### config.mk
export PLATFORM = sky130hd
export DESIGN_NAME = instruction_queue
export DESIGN_NICKNAME = d
export VERILOG_FILES = /design/src/rtl/mips_core_pkg.sv /design/src/rtl/instruction_queue.sv
export SDC_FILE = /design/constraint.sdc
export NUM_CORES = 1
export LEC_CHECK = 0
export ABC_AREA = 1
export CORE_MARGIN = 5
export CORE_UTILIZATION = 44
export CTS_CLUSTER_DIAMETER = 60
export DETAILED_ROUTE_END_ITERATION = 7
export MAX_ROUTING_LAYER = met4
export SKIP_CTS_REPAIR_TIMING = 1
export SYNTH_ARGS = -nofsm -noshare
export SYNTH_HDL_FRONTEND = slang
export SYNTH_SLANG_ARGS = --single-unit
export TNS_END_PERCENT = 100
### constraint.sdc
create_clock -name clk -period 9.7 [get_ports clk]
set_input_delay 0.97 -clock clk [delete_from_list [all_inputs] [get_ports clk]]
set_output_delay 0.97 -clock clk [all_outputs]
set_load 0.01 [all_outputs]
### src/rtl/mips_core_pkg.sv
// Shared core definitions used by the front-end queues.
// Holds the default instruction-queue geometry and the {data, pc} entry layout.
package mips_core_pkg;

  localparam int INST_Q_DEPTH = 8;
  localparam int DATA_WIDTH   = 32;
  localparam int ADDR_WIDTH   = 32;

  typedef struct packed {
    logic [DATA_WIDTH-1:0] data;
    logic [ADDR_WIDTH-1:0] pc;
  } inst_q_entry_t;

endpackage

### src/rtl/instruction_queue.sv
// In-order fetch-to-decode FIFO with wrap-bit pointers, flush and overflow drop.
// Optional same-cycle empty-queue bypass when INST_Q_BYPASS_EN is defined.
module instruction_queue #(
  parameter int DEPTH      = mips_core_pkg::INST_Q_DEPTH,
  parameter int DATA_WIDTH = mips_core_pkg::DATA_WIDTH,
  parameter int ADDR_WIDTH = mips_core_pkg::ADDR_WIDTH,
  localparam int PW        = $clog2(DEPTH) + 1
) (
  input  logic                  clk,
  input  logic                  rst,
  input  logic                  in_valid,
  input  logic [DATA_WIDTH-1:0] in_data,
  input  logic [ADDR_WIDTH-1:0] in_pc,
  input  logic                  flush,
  input  logic                  out_ready,
  output logic                  out_valid,
  output logic                  out_full,
  output logic [DATA_WIDTH-1:0] out_data,
  output logic [ADDR_WIDTH-1:0] out_pc,
  output logic [PW-1:0]         count
);

  localparam int IW = PW - 1;

  mips_core_pkg::inst_q_entry_t mem_q [DEPTH];

  logic [PW-1:0] head_q, head_d;
  logic [PW-1:0] tail_q, tail_d;
  logic          empty, full, byp, enq, deq;

  // Extra wrap bit makes the plain difference the occupancy, mod 2*DEPTH.
  assign count = tail_q - head_q;
  assign empty = (count == '0);
  assign full  = (count == PW'(DEPTH));

`ifdef INST_Q_BYPASS_EN
  assign byp = empty & in_valid & ~flush;
`else
  assign byp = 1'b0;
`endif

  assign out_valid = ~empty | byp;
  assign out_full  = full;
  assign deq       = ~empty & out_ready;
  // A bypassed word taken by decode this cycle is never stored.
  assign enq       = in_valid & ~full & ~(byp & out_ready);

  always_comb begin
    out_data = '0;
    out_pc   = '0;
    if (!empty) begin
      out_data = mem_q[head_q[IW-1:0]].data;
      out_pc   = mem_q[head_q[IW-1:0]].pc;
    end else if (byp) begin
      out_data = in_data;
      out_pc   = in_pc;
    end
  end

  always_comb begin
    head_d = head_q;
    tail_d = tail_q;
    if (flush) begin
      head_d = '0;
      tail_d = '0;
    end else begin
      if (enq) tail_d = tail_q + PW'(1);
      if (deq) head_d = head_q + PW'(1);
    end
  end

  always_ff @(posedge clk) begin
    if (rst) begin
      head_q <= '0;
      tail_q <= '0;
    end else begin
      head_q <= head_d;
      tail_q <= tail_d;
    end
  end

  // Storage is deliberately not cleared by reset or flush.
  always_ff @(posedge clk) begin
    if (!rst && !flush && enq) begin
      mem_q[tail_q[IW-1:0]].data <= in_data;
      mem_q[tail_q[IW-1:0]].pc   <= in_pc;
    end
  end

`ifndef SYNTHESIS
  always @(posedge clk) begin
    assert (rst || flush || !(in_valid && full))
      else $warning("instruction_queue: fetch word dropped while queue full");
  end
`endif

endmodule
After elaboration in Yosys (flattened, before gate mapping)
Memory sizes are Yosys's and may differ from the RTL's. A register that Yosys moved wholly into a read port is not among the register bits.
Index checks and enable logic that the tools add are counted.
- add/subtract/negate cells: 3
- bitwise logic cells: 4
- muxes and demuxes: 6
- reduce and logical (&&, ||, !) cells: 6
- equality and inequality tests: 1
- operator list (operator ; number):
    32-bit 2-to-1 mux ; 2
    4-bit by 1-bit adder with 4-bit output (second input constant) ; 2
    3-bit 2-to-1 mux ; 2
    4-bit equality test (second input constant) ; 1
    4-bit logical NOT ; 1
    4-bit subtractor ; 1
    1-bit bitwise AND ; 2
    1-bit logical AND ; 2
    1-bit logical NOT ; 2
    1-bit 2-to-1 mux ; 2
    1-bit NOT ; 2
    2-bit OR reduction ; 1
- input bits: 69
- memory bits (writable): 512
- bits in registers: 8
- word-level logic and storage cells: 23
- memories: 1
- memory list (name ; depth ; bits a word ; read ports ; clocked after Yosys merged registers in ; wr ports ; line ; text):
    mem_q ; 8 ; 64 ; 1 ; 1 ; 1 ; instruction_queue.sv:25 ; mips_core_pkg::inst_q_entry_t mem_q [DEPTH];

Logic depth before layout (Yosys ltp)
- depth after elaboration: 7
- mapped depth: 13
- mapped depth without buffers: 13

Worst setup path after synthesis
No wires, ideal clock.
- path type: in2reg
- start point: in flush
- end point: mem mem_q[5][0] (netlist name) (enable)
- arrival: 5914 ps
- library setup time: 565 ps
- buffers on the path: 0
- stages: 3
- slack: 3221 ps
- cell sequence: nor2_1 > nand2_1 > nor3_1
- cells in the longest elaborated chain, start to end: 5
- RTL lines (what ; line ; text):
    from (decl) ; instruction_queue.sv:14 ; input logic flush,
    1-bit logical NOT ; instruction_queue.sv:84 ; if (!rst && !flush && enq) begin
    1-bit logical AND (2 in a row) ; instruction_queue.sv:84 ;
    1-bit 2-to-1 mux ; instruction_queue.sv:84 ;
    1-bit 2-to-1 mux (implied by the code) ; instruction_queue.sv:86 ; mem_q[tail_q[IW-1:0]].pc <= in_pc;
    to (decl) ; instruction_queue.sv:25 ;
No other way between the ends.

==> qor.txt <==
Critical Path AT = 3760 ps
Final clock period utilization by the worst path = 48.7%
Area Growth Syn to Fin = 16.2%
Maximum root-to-sink buffer count = 3
Routed length per placed instance = 17.4 um
Number of placement rows = 82
Top post-synthesis cells by area = sky130_fd_sc_hd__edfxtp_1 (70%), sky130_fd_sc_hd__nand2_1 (5.9%), sky130_fd_sc_hd__inv_1 (3.6%), sky130_fd_sc_hd__a21oi_1 (3.0%), sky130_fd_sc_hd__mux2i_1 (2.9%)
Post-layout min period = 4730 ps
Final worst hold slack = 546 ps
Filler Cells Inserted = 4291
Leak Pwr = 9.06 nW
Width of the die = 234 um
Maximum number of pins on one net before global-route repair = 211
Met1 wire length = 21000 um
Setup repair after global routing missed its margin = false
Number of cells after detailed placement = 2543
Setup crit end kind = output port
Detailed Routing Iterations Pass 1 = 5
Number of buffers added by the clock tree synthesis step = 55
Last weighted congestion value of the routability-driven placer = 0.779
Most common cell after layout, fill and taps aside = sky130_fd_sc_hd__edfxtp_1
Number of enable flip-flop cells after synthesis = 512
Measured slew at the worst slew-check pin = 1010 ps
CTS H-Tree Depth = 2
Result of the run = finished, final reports clean
Non-filler cells, final = 2648
Length of routed met3 wiring = 2220 um
Setup violations, final = 0
Number of storage elements in the synthesis netlist = 523
Wire length of the first global-routing pass = 71600 um
Clock transition at the registers of the reported paths = 60 ps
Cell taking the most area after synthesis = sky130_fd_sc_hd__edfxtp_1
Peak clock frequency supported by timing = 0.212 GHz
Top routing layer used = met4
Gate Count Post-Synth = 1810
Clock network latency to the later pin of the worst-skew pair = 590 ps
Worst EP required = 8730 ps
Post-synthesis instance area = 0.0220 mm2
Worst Path Class, Setup = register to output port
Final routed DRC violation total = 0
Via Count = 12900
Vias in the first global route = 12700
Part of the power in combinational logic = 14.8%
Die Ht = 234 um
Core area = 0.0498 mm2
DPL Wire Length = 24400 um
Part of the total power dissipated in the clock network = 38.0%
Antenna violations before repair = 6
Maximum vdd ir drop = 0.148 mV
Max-cap viol count = 0
Met2 Wirelength = 22100 um
Yosys synthesis warning count = 0
Kind of path behind the tightest hold check = register to register
Final Hold Violating Endpoints = 0
Area enclosed by the die boundary = 0.0545 mm2
Cell at the slowest stage of the critical path = sky130_fd_sc_hd__dfxtp_4
Worst rel slew slack = 32.4%
Net switching power = 1.30 mW
Fin. max-slew vios = 0
Count of pins on the block boundary = 139
Post-synth top area share = 69.9%
Number of design-rule violations left by the first detailed-router iteration = 796
Via count normalized by instance count = 4.87
Fraction of registers with async set/reset = 0%
Number of input and output port buffers inserted = 138
Net total in the final layout = 2003
Sequential fraction of the synthesis area = 70.9%
Layout cell share with drive strength beyond 1 = 9.04%
Final core utilization = 51.3%
Initial standard-cell utilization of the core = 44.2%
Sequential share of power = 47.3%
Ys flop type = sky130_fd_sc_hd__edfxtp_1
Root buffer cell = sky130_fd_sc_hd__clkbuf_16
Top library cells by usage in the layout, fill and taps aside = sky130_fd_sc_hd__edfxtp_1 (512), sky130_fd_sc_hd__nand2_1 (346), sky130_fd_sc_hd__inv_1 (210), sky130_fd_sc_hd__nor2_1 (151), sky130_fd_sc_hd__clkdlybuf4s50_1 (138)
Mapped Nets = 1885
Cell Int Power = 4.05 mW
Critical Path Start Type = register
Sum of negative setup slack = 0 ps
Post-DRT Antenna Nets = 0
GRT Residual Overflow = 0
CTS tree = yes
Setup slack of the most critical reg-to-reg path = 5800 ps
Overall fraction of global-route tracks in use = 17.4%
Synthesized area divided by synthesized cell count = 12.1 um2
Distinct cell type count after synthesis = 31
Wirelength, routed = 46000 um
Total power after layout = 5.35 mW
Worst Skew = 14.3 ps
Power density over cell area = 209 mW/mm2
TritonCTS sink count = 523
Critical path peak fanout = 92
Crit path cell chain = buf_4, nor2_1, a21oi_1, o21ai_0, nand2_1, nand2_1, nor2_1, clkdlybuf4s50_1
Peak per-stage delay on the critical path = 860 ps
Proportion of total power due to net switching = 24.3%
power groups by stage:
stage	Combinational, mW	Sequential, mW	Clock, mW
after detailed placement	0.800	2.58	0
after global placement	0.794	2.58	0
after global routing	0.867	2.53	2.18
after floorplan	0.524	2.56	0
after CTS	0.805	2.53	2.08
final	0.789	2.53	2.03
path summary, 6_finish.rpt:
check / start / to / cells after the start
setup / recovery: register / out_data[0] / 8
hold / removal: head_q[1] / register / 2
setup reg to reg: head_q[0] / mem_q[6][9] / 9
hold reg to reg: head_q[1] / register / 2
area by class of cell:
cell class                 instances  area (um2)  share of cell area, %
timing repair buffer             158        1540                   6.05
antenna                            6        15.0                 0.0588
sequential                       523       15600                   61.1
tap                              672         841                   3.29
inverter                         212         803                   3.15
clock inverter                    30         283                   1.11
clock buffer                      69        1470                   5.76
multi-input combinational        978        4980                   19.5
cells in the mapped netlist, types with 4 or more instances:
master and number:
sky130_fd_sc_hd__nand3_1 9, sky130_fd_sc_hd__nor3_1 4, sky130_fd_sc_hd__a21oi_1 133, sky130_fd_sc_hd__nor2_1 155, sky130_fd_sc_hd__buf_4 11, sky130_fd_sc_hd__buf_1 5
sky130_fd_sc_hd__o211ai_1 64, sky130_fd_sc_hd__buf_12 6, sky130_fd_sc_hd__edfxtp_1 512, sky130_fd_sc_hd__mux2i_1 64, sky130_fd_sc_hd__buf_2 45, sky130_fd_sc_hd__ha_1 5
sky130_fd_sc_hd__clkbuf_1 17, sky130_fd_sc_hd__nor2_2 60, sky130_fd_sc_hd__dfxtp_1 11, sky130_fd_sc_hd__nand2_1 346, sky130_fd_sc_hd__o21ai_0 52, sky130_fd_sc_hd__inv_1 210
sky130_fd_sc_hd__buf_6 13, sky130_fd_sc_hd__o21ai_1 77
routing by layer:
metal,track usage [%],up-vias
met2,28.0,215
li1,-,6447
met5,-,-
met4,4.28,0
met3,3.62,54
met1,22.9,6183
through the flow:
stage / setup WS (ps) / cell area [um2]
2_1_floorplan: 3220 / 22000
3_3_place_gp: 5220 / 23800
3_5_place_dp: 5200 / 23800
4_1_cts: 4950 / 25500
5_1_grt: 4660 / 25500
6_report: 4970 / 25500
logic make-up after synthesis:
kind of cell	Yosys count	synth area share [%]
and+or+nand+nor	581	10.9
buffers and inverters	309	6.64
AOI/OAI and AO/OA	327	8.19
DFF	523	70.9
muxes	64	2.91
adders and majority gates	6	0.376
critical path, delay by kind of cell, from the launching register on:
family          cells  cell delay, ps
compound gates      2             230
flops               1             860
buf+inv             2            1440
simple gates        4             500
state kept, by name, indices dropped and copies added, names as in the netlist, named ones only:
signal / count
head_q: 4
tail_q: 4
mem_q: 512
No activity file was read; power rests on OpenSTA's default activity.
